<file path="config.mk">
export PLATFORM = sky130hd
export DESIGN_NAME = switch_mcu_wb_arbiter_flat
export DESIGN_NICKNAME = d
export VERILOG_FILES = /design/src/rtl/switch_mcu_wb_arbiter_if.sv /design/src/rtl/switch_mcu_wb_arbiter.sv /design/src/flat_wrapper.sv
export SDC_FILE = /design/constraint.sdc
export NUM_CORES = 1
export LEC_CHECK = 0
export CORE_ASPECT_RATIO = 1.4
export CORE_UTILIZATION = 53
export CTS_BUF_LIST = sky130_fd_sc_hd__clkbuf_16
export CTS_CLUSTER_DIAMETER = 30
export DETAILED_ROUTE_END_ITERATION = 8
export GPL_TIMING_DRIVEN = 1
export PLACE_DENSITY = 0.85
export SETUP_SLACK_MARGIN = 0.02
export SLEW_MARGIN = 30
export SYNTH_ARGS = -nofsm -noshare
export SYNTH_HDL_FRONTEND = slang
export SYNTH_SLANG_ARGS = --single-unit
</file>
<file path="constraint.sdc">
create_clock -name in_clk -period 4 [get_ports in_clk]
set_input_delay 1.2 -clock in_clk [delete_from_list [all_inputs] [get_ports in_clk]]
set_output_delay 1.2 -clock in_clk [all_outputs]
set_load 0.005 [all_outputs]
</file>
<file path="src/rtl/switch_mcu_wb_arbiter_if.sv">
// Write-back bus between the execution units, the arbiter and the register file.
// The arbiter connects through the slave modport; the unit/sequencer side uses master.
interface switch_mcu_wb_arbiter_if #(
  parameter int NUM_REQ = 4,
  parameter int ADDR_W  = 5,
  parameter int DATA_W  = 32
);
  logic                      in_flush;
  logic [NUM_REQ-1:0]        in_wen;
  logic [NUM_REQ*ADDR_W-1:0] in_waddr;
  logic [NUM_REQ*DATA_W-1:0] in_wdata;
  logic [NUM_REQ-1:0]        out_busy;
  logic [NUM_REQ-1:0]        out_overflow;
  logic                      out_idle;
  logic [ADDR_W-1:0]         out_waddr;
  logic                      out_wen;
  logic [DATA_W-1:0]         out_wdata;

  modport master (
    output in_flush, in_wen, in_waddr, in_wdata,
    input  out_busy, out_overflow, out_idle, out_waddr, out_wen, out_wdata
  );

  modport slave (
    input  in_flush, in_wen, in_waddr, in_wdata,
    output out_busy, out_overflow, out_idle, out_waddr, out_wen, out_wdata
  );
endinterface

</file>
<file path="src/rtl/switch_mcu_wb_arbiter.sv">
// Register-file write-port arbiter: every execution unit gets a one-entry
// holding buffer, and the buffers are drained round-robin onto a single
// registered write port. Writes to x0 are discarded on entry.
module switch_mcu_wb_arbiter #(
  parameter int NUM_REQ = 4,
  parameter int ADDR_W  = 5,
  parameter int DATA_W  = 32
) (
  input logic                  in_clk,
  input logic                  in_rst,
  switch_mcu_wb_arbiter_if.slave bus
);
  localparam int PTR_W = (NUM_REQ > 1) ? $clog2(NUM_REQ) : 1;
  localparam int NUM_REQ_I = NUM_REQ;
  localparam logic [PTR_W:0] NUM_REQ_W = NUM_REQ_I[PTR_W:0];
  localparam logic [PTR_W-1:0] LAST_REQ = NUM_REQ_W[PTR_W-1:0] - 1'b1;

  logic [NUM_REQ-1:0] valid;
  logic [ADDR_W-1:0]  buf_addr [NUM_REQ];
  logic [DATA_W-1:0]  buf_data [NUM_REQ];
  logic [PTR_W-1:0]   ptr;
  logic [NUM_REQ-1:0] overflow;
  logic               wen_q;
  logic [ADDR_W-1:0]  waddr_q;
  logic [DATA_W-1:0]  wdata_q;

  logic               gnt_valid;
  logic [PTR_W-1:0]   gnt_idx;
  logic [PTR_W:0]     cand;

  // Round-robin pick: first valid buffer after the last granted one, wrapping.
  always_comb begin
    gnt_valid = 1'b0;
    gnt_idx   = '0;
    cand      = '0;
    for (int k = 0; k < NUM_REQ; k++) begin
      cand = {1'b0, ptr} + (PTR_W+1)'(k + 1);
      if (cand >= NUM_REQ_W) begin
        cand = cand - NUM_REQ_W;
      end
      if (!gnt_valid && valid[cand[PTR_W-1:0]]) begin
        gnt_valid = 1'b1;
        gnt_idx   = cand[PTR_W-1:0];
      end
    end
  end

  // Buffer capture, grant issue, pointer advance, sticky overflow and flush.
  always_ff @(posedge in_clk) begin
    if (in_rst) begin
      valid    <= '0;
      ptr      <= LAST_REQ;
      overflow <= '0;
      wen_q    <= 1'b0;
      waddr_q  <= '0;
      wdata_q  <= '0;
      for (int i = 0; i < NUM_REQ; i++) begin
        buf_addr[i] <= '0;
        buf_data[i] <= '0;
      end
    end else if (bus.in_flush) begin
      valid   <= '0;
      wen_q   <= 1'b0;
      waddr_q <= '0;
      wdata_q <= '0;
    end else begin
      wen_q   <= gnt_valid;
      waddr_q <= gnt_valid ? buf_addr[gnt_idx] : '0;
      wdata_q <= gnt_valid ? buf_data[gnt_idx] : '0;
      if (gnt_valid) begin
        ptr <= gnt_idx;
      end
      for (int i = 0; i < NUM_REQ; i++) begin
        if (bus.in_wen[i] && (bus.in_waddr[i*ADDR_W +: ADDR_W] != '0)) begin
          if (!valid[i] || (gnt_valid && gnt_idx == PTR_W'(i))) begin
            valid[i]    <= 1'b1;
            buf_addr[i] <= bus.in_waddr[i*ADDR_W +: ADDR_W];
            buf_data[i] <= bus.in_wdata[i*DATA_W +: DATA_W];
          end else begin
            overflow[i] <= 1'b1;
          end
        end else if (gnt_valid && gnt_idx == PTR_W'(i)) begin
          valid[i] <= 1'b0;
        end
      end
    end
  end

  assign bus.out_busy     = valid;
  assign bus.out_overflow = overflow;
  assign bus.out_idle     = ~(|valid) & ~wen_q;
  assign bus.out_wen      = wen_q;
  assign bus.out_waddr    = waddr_q;
  assign bus.out_wdata    = wdata_q;
endmodule
</file>
<file path="src/flat_wrapper.sv">
// flat-port wrapper written by rule: the top's interface ports become plain ports
module switch_mcu_wb_arbiter_flat 
#(
  parameter int NUM_REQ = 4,
  parameter int ADDR_W  = 5,
  parameter int DATA_W  = 32
)
  (in_clk, in_rst, bus_in_flush, bus_in_wen, bus_in_waddr, bus_in_wdata, bus_out_busy, bus_out_overflow, bus_out_idle, bus_out_waddr, bus_out_wen, bus_out_wdata);
  switch_mcu_wb_arbiter_if #(.NUM_REQ(NUM_REQ), .ADDR_W(ADDR_W), .DATA_W(DATA_W)) bus_i ();
  input logic in_clk;
  input logic in_rst;
  input wire logic [$bits(bus_i.in_flush)-1:0] bus_in_flush;
  input wire logic [$bits(bus_i.in_wen)-1:0] bus_in_wen;
  input wire logic [$bits(bus_i.in_waddr)-1:0] bus_in_waddr;
  input wire logic [$bits(bus_i.in_wdata)-1:0] bus_in_wdata;
  output wire logic [$bits(bus_i.out_busy)-1:0] bus_out_busy;
  output wire logic [$bits(bus_i.out_overflow)-1:0] bus_out_overflow;
  output wire logic [$bits(bus_i.out_idle)-1:0] bus_out_idle;
  output wire logic [$bits(bus_i.out_waddr)-1:0] bus_out_waddr;
  output wire logic [$bits(bus_i.out_wen)-1:0] bus_out_wen;
  output wire logic [$bits(bus_i.out_wdata)-1:0] bus_out_wdata;
  assign bus_i.in_flush = bus_in_flush;
  assign bus_i.in_wen = bus_in_wen;
  assign bus_i.in_waddr = bus_in_waddr;
  assign bus_i.in_wdata = bus_in_wdata;
  assign bus_out_busy = bus_i.out_busy;
  assign bus_out_overflow = bus_i.out_overflow;
  assign bus_out_idle = bus_i.out_idle;
  assign bus_out_waddr = bus_i.out_waddr;
  assign bus_out_wen = bus_i.out_wen;
  assign bus_out_wdata = bus_i.out_wdata;
  switch_mcu_wb_arbiter #(.NUM_REQ(NUM_REQ), .ADDR_W(ADDR_W), .DATA_W(DATA_W)) u_core (.in_clk(in_clk), .in_rst(in_rst), .bus(bus_i));
endmodule
</file>
## Word level (Yosys, flattened, before mapping)

Memories as Yosys holds them, arrays and structs flattened. A register that Yosys moved wholly into a read port is not among the register bits.
Index checks and enable logic that the tools add are counted.

| operators by class | value |
|---|---|
| order comparisons | 8 |
| reductions and logical operators | 43 |
| bitwise operators | 17 |
| muxes and demuxes | 62 |
| equal/unequal tests | 7 |
| add/subtract/negate cells | 8 |

Operators by type and width:

| kind | count |
|---|---|
| 32-bit two-way mux | 4 |
| 1-bit two-way mux | 42 |
| 5-bit two-way mux | 4 |
| 5-bit nonzero test | 4 |
| 2-bit two-way mux | 8 |
| 3-bit greater-or-equal comparator (second input constant) | 4 |
| 2-bit by 3-bit less-than comparator with 1-bit output (second input constant) | 4 |
| 3-bit AND reduction | 4 |
| 1-bit logical AND | 11 |
| 2-bit AND reduction | 5 |
| 1-bit binary-select mux with 2-bit select | 4 |
| 2-bit != test (second input constant) | 4 |
| 1-bit inverter | 8 |
| 1-bit OR | 8 |
| 2-bit nonzero test | 4 |
| 2-bit by 1-bit subtractor with 2-bit output (second input constant) | 4 |
| 1-bit logical NOT | 7 |
| 2-bit by 2-bit adder with 3-bit output (second input constant) | 2 |
| 2-bit == test (second input constant) | 2 |
| 1-bit logical OR | 4 |
| 4-bit OR reduction | 1 |
| 2-bit by 1-bit adder with 3-bit output (second input constant) | 1 |
| 2-bit by 3-bit adder with 3-bit output (second input constant) | 1 |
| 3-bit OR reduction | 1 |
| 4 further kinds | 4 |

| storage, ports and cells | value |
|---|---|
| output and inout port bits | 47 |
| memory bits (writable) | 148 |
| bits in registers | 11 |
| memories kept | 2 |
| logic and storage cells | 157 |
| input bits | 155 |

Memory list:

| name | depth | bits a word | rd ports | clocked after Yosys merged registers in | write ports | RTL line | text |
|---|---|---|---|---|---|---|---|
| u_core.buf_data | 4 | 32 | 1 | 1 | 4 | switch_mcu_wb_arbiter.sv:20 | `logic [DATA_W-1:0] buf_data [NUM_REQ];` |
| u_core.buf_addr | 4 | 5 | 1 | 1 | 4 | switch_mcu_wb_arbiter.sv:19 | `logic [ADDR_W-1:0] buf_addr [NUM_REQ];` |

## Longest topological paths before layout

Gate-level depths: netlist of the first run.

| logic depth | value |
|---|---|
| depth in word-level cells | 24 |
| mapped depth | 8 |
| gate-level depth less buffers | 5 |

## Worst setup path after synthesis of the first run

OpenSTA, ideal clock, no wires.

| path | value |
|---|---|
| kind | input to register |
| from | input port bus_in_waddr[5] |
| to | memory u_core.buf_addr[1][0], enable pin |
| buffers on the path | 0 |
| slack | 0.950 ns |
| arrival time | 2.631 ns |
| stages on the path | 4 |
| data required time | 3.581 ns |
| library setup time | 0.419 ns |
| cells stage by stage | or4_1 > o21ai_1 > nor2_1 > a21o_1 |

RTL lines:

| element | RTL line | text |
|---|---|---|
| start, declared | flat_wrapper.sv:14 | `input wire logic [$bits(bus_i.in_waddr)-1:0] bus_in_waddr;` |
| end, declared | switch_mcu_wb_arbiter.sv:19 |  |

==> flow_metrics.py, run 1 <==
metrics = {
    "status": {
        "status": "completed",
    },
    "floorplanning": {
        "start_util_pct": 54.0,
        "rows": 53,
        "die_x_um": 106,
        "core_um2": 15000,
        "dieArea_um2": 15800,
        "io_pins": 202,
        "fp.dieH_um": 148,
    },
    "setup_path": {
        "cp_slowest_cell": "or4_1",
        "endpoint": "u_core.buf_data[0][8]",
        "cp.required_ns": 4.06,
        "critical_path.max_stage_delay_ns": 0.53,
        "reg2reg_from": "u_core.ptr[0]",
        "crit_arrival_ns": 3.20,
        "critPathKind": "in2reg",
        "reg2reg_slack_ns": 1.50,
        "startpoint_type": "primary input",
        "cp_cell_sequence": "clkdlybuf4s50_1 > or4_1 > o21ai_1 > nor2_1 > a21o_2",
        "reg2reg_depth": 6,
        "crit_start": "bus_in_waddr[0]",
        "cp-end-kind": "flop",
        "path_max_fanout": 37,
        "rr_endpoint": "u_core.bus.out_waddr[3]",
    },
    "clocking": {
        "cts_sinks": 196,
        "path_clk_slew_ns": 0.07,
        "cts_tree": "done",
        "clk_latency_ns": 0.44,
        "cts.path.max_buffers": 2,
        "h-tree-depth": 4,
        "cts_buffers": 17,
        "cts_root_buf": "clkbuf_16",
        "cts_resized": 0,
        "postCtsSetupBuffers": 0,
        "ctsHoldBuffers": 0,
    },
    "sta": {
        "period_minus_slack_ns": 3.14,
        "setup_viol": 0,
        "finClkSkew_ns": 0.00770,
        "max_slew_margin_pct": 38.2,
        "drv_slew": 0,
        "tightestPinTransition_ns": 0.926,
        "finalCritPeriodShare_pct": 78.5,
        "hold_viol_final": 0,
        "hold_ws_ns": 0.497,
        "tns_ns": 0,
        "timing.fmax_mhz": 318,
        "rsz0062_at_grt": "false",
    },
    "routing": {
        "drc": 0,
        "drt-initial-drc-count": 376,
        "routed_via_density": 5.61,
        "wirelength_um": 19600,
        "ant_nets": 0,
        "routed-via-count": 5451,
        "wl_per_cell_um": 20.2,
        "first_pass_iters": 4,
    },
    "finish": {
        "n_antenna_cell": 0,
        "area_growth_pct": 34.5,
        "fillers": 1007,
        "drive_above_1_share_pct": 10.8,
        "finalNetCount": 922,
    },
    "global_route": {
        "grt_max_degree": 38,
        "grt_antenna_before_repair": 0,
        "grt_first_pass_wirelength_um": 29400,
        "grt_use_total_pct": 25.4,
        "grt_overflow_total": 0,
        "grt_pass1_vias": 5621,
    },
    "synthesis": {
        "ys_warn_count": 0,
        "syn_nets": 729,
        "netlist-cell-type-count": 39,
        "ys_seq_elements": 196,
        "avgSynthCellArea_um2": 14.1,
        "synth_area_um2": 8100,
        "ys_seq_area_share_pct": 66.7,
        "syn_inst": 574,
    },
    "worst_hold_path": {
        "hold_path_startpoint": "u_core.bus.out_overflow[2]",
        "hold_path_class": "reg2reg",
    },
    "place": {
        "dp_hpwl_um": 13600,
        "portBuffers": 201,
        "place_congestion": 0.811,
    },
    "power_and_ir_drop": {
        "p_leak_nw": 3.97,
        "finalPower_w": 0.00466,
        "ir_drop_mv": 0.283,
        "powerDensity_nw_per_um2": 428,
    },
    "flow_run": {
        "cap_violations": 0,
    },
}
## worst min-delay path by stage
stage / to / slack, ns / depth (start not counted)
finish: u_core.bus.out_overflow[2] / 0.50 / 2
CTS: u_core.bus.out_overflow[1] / 0.51 / 2
detailed placement: u_core.bus.out_overflow[1] / 0.48 / 2
global placement: u_core.bus.out_overflow[3] / 0.47 / 2
floorplan: u_core.bus.out_overflow[0] / 0.46 / 2
global route: u_core.bus.out_overflow[2] / 0.54 / 2
## cells in the final DEF, fill, tap and decap left out, types with 4 or more instances in the layout
master             n
a21oi_1           14
a22oi_1           37
and2_1           149
buf_4              6
buf_6              4
bufinv_16          4
clkbuf_16         17
clkdlybuf4s50_1  201
clkinv_2           4
dfxtp_1           48
edfxtp_1         148
inv_1              5
mux2i_1           37
nand2_1            5
nor2_1            13
o21ai_1            7
o22ai_1            9
o22ai_2           30
or4_1              4
## routing by layer
layer | share of wire (%) | vias up | GRT usage, %
met5 | 0 | - | 0
met4 | 2.9 | 0 | 10.9
met3 | 5.7 | 44 | 4.03
met2 | 55 | 251 | 47.8
met1 | 36 | 2661 | 27.9
li1 | - | 2495 | -
## flip-flops by register name, indices dropped and copies added, names as in the netlist
signal	flops
u_core.buf_data	128
u_core.bus.out_wdata	32
u_core.buf_addr	20
u_core.bus.out_waddr	5
u_core.bus.out_busy	4
u_core.bus.out_overflow	4
u_core.ptr	2
u_core.bus.out_wen	1
## Yosys cell counts
master | count | area share, %
buf_4 | 2 | 0.19
a32oi_1 | 1 | 0.11
or2_1 | 1 | 0.077
nor4_1 | 1 | 0.077
dfxtp_1 | 48 | 12
a21oi_1 | 14 | 0.87
clkbuf_1 | 8 | 0.37
nand2b_1 | 3 | 0.23
a31oi_1 | 1 | 0.077
edfxtp_1 | 148 | 55
nor2_1 | 13 | 0.60
nor3_4 | 1 | 0.20
o22ai_2 | 30 | 4.6
a211o_1 | 2 | 0.22
o221a_2 | 1 | 0.14
nor2b_1 | 2 | 0.15
or4_1 | 4 | 0.37
a22oi_1 | 37 | 3.4
a211oi_4 | 1 | 0.25
nor3_2 | 2 | 0.25
a21o_1 | 5 | 0.46
o21ai_1 | 7 | 0.43
a2bb2oi_1 | 1 | 0.11
buf_2 | 21 | 1.3
or4_4 | 1 | 0.14
buf_6 | 5 | 0.70
o21ai_0 | 1 | 0.062
mux2i_1 | 37 | 4.6
inv_2 | 1 | 0.046
nor3_1 | 1 | 0.062
o221ai_1 | 1 | 0.11
inv_1 | 5 | 0.23
nand2_2 | 1 | 0.077
o21a_1 | 2 | 0.19
nand2_1 | 5 | 0.23
and2_1 | 149 | 12
o22ai_1 | 9 | 0.70
buf_1 | 1 | 0.046
clkbuf_2 | 1 | 0.062
## kinds of logic (layout without fill, tap and decap cells)
family                 count (synthesis)  after routing  synth area share, %
flip-flops                           196            196                 66.7
AND/OR/NAND/NOR                      184            184                 14.0
AO/OA/AOI/OAI                        113            113                 11.8
buffers and inverters                 44            250                 2.94
multiplexers                          37             37                 4.57
## worst max-delay path, delay by kind of cell
family,cells,cell delay (ns)
AO/OA/AOI/OAI,2,0.88
AND/OR/NAND/NOR,2,0.64
buffers and inverters,1,0.45
## per-stage QoR
stage                     area [µm²]  utilization (%)  instances  setup slack, ns
final                          10900             72.7        972            0.858
after global routing           10900             72.7        972            0.739
after detailed placement       10300             68.5        940            0.380
after global placement         10200             68.1        935            0.447
after floorplan                 8100                -        574            0.950
after CTS                      10900             72.6        972            0.846
## power by group
group | total (W) | internal [W] | switching (W)
logic | 0.000518 | 0.000277 | 0.000241
clock network | 0.00177 | 0.00104 | 0.000733
registers | 0.00237 | 0.00232 | 0.0000502
total | 0.00466 | 0.00364 | 0.00102
## layout make-up
type                    count  area, µm²  area share, %
inverters                   6       22.5          0.207
flip-flops and latches    196       5410           49.6
repair buffers            212       2120           19.4
clock buffers              17        425           3.91
well taps                 192        240           2.21
clock inverters            15        186           1.71
multi-input cells         334       2490           22.9
Note: power is estimated with default switching activity, not from simulation.
==> run 2, diff against run 1 <==
--- a/config.mk
+++ b/config.mk
@@ -6,12 +6,12 @@
 export NUM_CORES = 1
 export LEC_CHECK = 0
 export CORE_ASPECT_RATIO = 1.4
-export CORE_UTILIZATION = 53
+export CORE_UTILIZATION = 49
 export CTS_BUF_LIST = sky130_fd_sc_hd__clkbuf_16
 export CTS_CLUSTER_DIAMETER = 30
 export DETAILED_ROUTE_END_ITERATION = 8
 export GPL_TIMING_DRIVEN = 1
-export PLACE_DENSITY = 0.85
+export PLACE_DENSITY = 0.8
 export SETUP_SLACK_MARGIN = 0.02
 export SLEW_MARGIN = 30
 export SYNTH_ARGS = -nofsm -noshare
==> constraint.sdc (replaced) <==
create_clock -name in_clk -period 3 [get_ports in_clk]
set_input_delay 0.9 -clock in_clk [delete_from_list [all_inputs] [get_ports in_clk]]
set_output_delay 0.9 -clock in_clk [all_outputs]
set_load 0.005 [all_outputs]
==> flow_metrics.py, run 2 (synthesized netlist as in run 1, its figures left out) <==
metrics = {
    "power_and_ir_drop": {
        "switching_share_pct": 22.1,
        "p_switching_w": 0.00133,
        "combinationalPowerShare_pct": 12.0,
        "ir_drop_mv": 0.419,
        "pwr-share-seq_pct": 52.5,
        "powerDensity_nw_per_um2": 548,
        "intPower_w": 0.00469,
        "p_leak_nw": 4.04,
        "finalPower_w": 0.00603,
        "pwr-share-clk_pct": 35.5,
    },
    "finish": {
        "finalNetCount": 935,
        "fillers": 1124,
        "area_growth_pct": 35.7,
        "final_cell_mix": "clkdlybuf4s50_1 (201), and2_1 (149), edfxtp_1 (148)",
        "drive_above_1_share_pct": 11.9,
        "fin_cells": 992,
        "n_antenna_cell": 0,
        "final_common_cell": "clkdlybuf4s50_1",
        "regArea_um2": 5410,
        "largest_reg_flops": 128,
        "final_cell_area_um2": 11000,
        "multiInputGateArea_um2": 2480,
        "top_register": "u_core.buf_data",
    },
    "sta": {
        "hold_viol_final": 0,
        "finClkSkew_ns": 0.00656,
        "setup_viol": 0,
        "finalCritPeriodShare_pct": 93.3,
        "tightestPinTransition_ns": 0.712,
        "period_minus_slack_ns": 2.80,
        "hold_ws_ns": 0.479,
        "drv_slew": 0,
        "max_slew_margin_pct": 52.4,
        "rsz0062_at_grt": "false",
        "timing.fmax_mhz": 357,
    },
    "routing": {
        "drc": 0,
        "routed-via-count": 5519,
        "wirelength_um": 20600,
        "first_pass_iters": 5,
        "drt-initial-drc-count": 418,
        "routed_via_density": 5.56,
        "wl_per_cell_um": 20.7,
        "ant_nets": 0,
    },
    "floorplanning": {
        "die_x_um": 111,
        "dieArea_um2": 17100,
        "fp.dieH_um": 154,
        "io_pins": 202,
        "rows": 55,
        "start_util_pct": 50.1,
        "core_um2": 16200,
    },
    "global_route": {
        "grt_pass1_vias": 5887,
        "grt_overflow_total": 0,
        "grt_antenna_before_repair": 0,
        "grt_max_degree": 38,
        "grt_use_total_pct": 24.8,
        "grt_first_pass_wirelength_um": 31700,
    },
    "place": {
        "portBuffers": 201,
        "dp_hpwl_um": 14200,
        "dpl_cell_area_um2": 10400,
        "dp_cells": 960,
        "place_congestion": 0.848,
    },
    "setup_path": {
        "critPathKind": "reg2out",
        "crit_arrival_ns": 1.90,
        "startpoint_type": "flop",
        "path_max_fanout": 8,
        "critPathBufInv": 1,
        "critical_path.max_stage_delay_ns": 0.52,
        "cp_cell_sequence": "nor2_2 > nand2_1 > nor2_1 > clkdlybuf4s50_1",
        "cp.required_ns": 2.10,
        "cp-end-kind": "output pin",
        "cp_top_family": "simple AND/OR/NAND/NOR gates",
        "cp_slowest_cell": "clkdlybuf4s50_1",
    },
    "clocking": {
        "cts_tree": "done",
        "cts_sinks": 196,
        "cts_buffers": 17,
        "h-tree-depth": 4,
        "path_clk_slew_ns": 0.07,
        "cts.path.max_buffers": 2,
        "cts_root_buf": "clkbuf_16",
        "clk_latency_ns": 0.42,
        "ctsHoldBuffers": 0,
    },
    "flow_run": {
        "cap_violations": 0,
    },
    "status": {
        "status": "completed",
    },
    "worst_hold_path": {
        "hold_path_class": "reg2reg",
    },
}
==> run 2: cell types whose count changed in the layout (fill, tap and decap cells not counted), sizes merged <==
cell / before / now
buf: 11 / 24
inv: 8 / 11
clkinv: 9 / 8
bufinv: 4 / 2
==> run 2: stage by stage <==
| stage | util [%] | TNS [ns] | worst slack (ns) |
|---|---|---|---|
| floorplan | - | 0 | 0.250 |
| global placement | 64.2 | -19.16 | -0.208 |
| detailed placement | 64.5 | -12.38 | -0.105 |
| CTS | 68.0 | 0 | 0.132 |
| global route | 68.0 | 0 | 0.0489 |
| finish | 68.0 | 0 | 0.200 |
==> run 2: final cells by class <==
type                       instances  share of cell area (%)
sequential                       196                    49.2
multi-input combinational        334                    22.5
timing repair buffer             225                    20.8
clock buffer                      17                    3.87
tap                              199                    2.27
clock inverter                    15                    1.14
inverter                           6                   0.205
==> run 2: worst min-delay path, stage by stage, from the launching register on <==
cell and delay (ns):
dfxtp_1 0.33, a21oi_1 0.04, nor2_1 0.07
==> run 2: path summary, 6_finish.rpt <==
check             depth (start not counted)  slack [ns]                         end                       start
setup reg to reg                          6        0.66       u_core.buf_addr[1][0]               u_core.ptr[0]
setup / recovery                          4        0.20                bus_out_idle      u_core.bus.out_busy[2]
hold reg to reg                           2        0.48  u_core.bus.out_overflow[2]  u_core.bus.out_overflow[2]
hold / removal                            2        0.48  u_core.bus.out_overflow[2]  u_core.bus.out_overflow[2]
==> run 2: per-layer routing <==
metal	vias to the layer above	GRT usage [%]	wire length, µm	part of all wire, %
met5	-	0	0	0
met4	0	11.4	581	2.8
met3	35	4.10	1110	5.4
met2	253	45.5	11400	56
met1	2714	27.9	7460	36
li1	2517	-	-	-
==> run 2: repair_timing <==
item | in CTS | in global routing
resized for setup | 0 | 1
endpoints found under the setup margin | 0 | 1
buffers inserted | 0 | 0
==> run 2: power groups by stage <==
stage | logic [W] | registers (W) | clock network (W)
after floorplan | 0.000337 | 0.00319 | 0
after global routing | 0.000772 | 0.00318 | 0.00227
after CTS | 0.000729 | 0.00316 | 0.00216
final | 0.000725 | 0.00316 | 0.00214
after global placement | 0.000702 | 0.00321 | 0
after detailed placement | 0.000723 | 0.00322 | 0
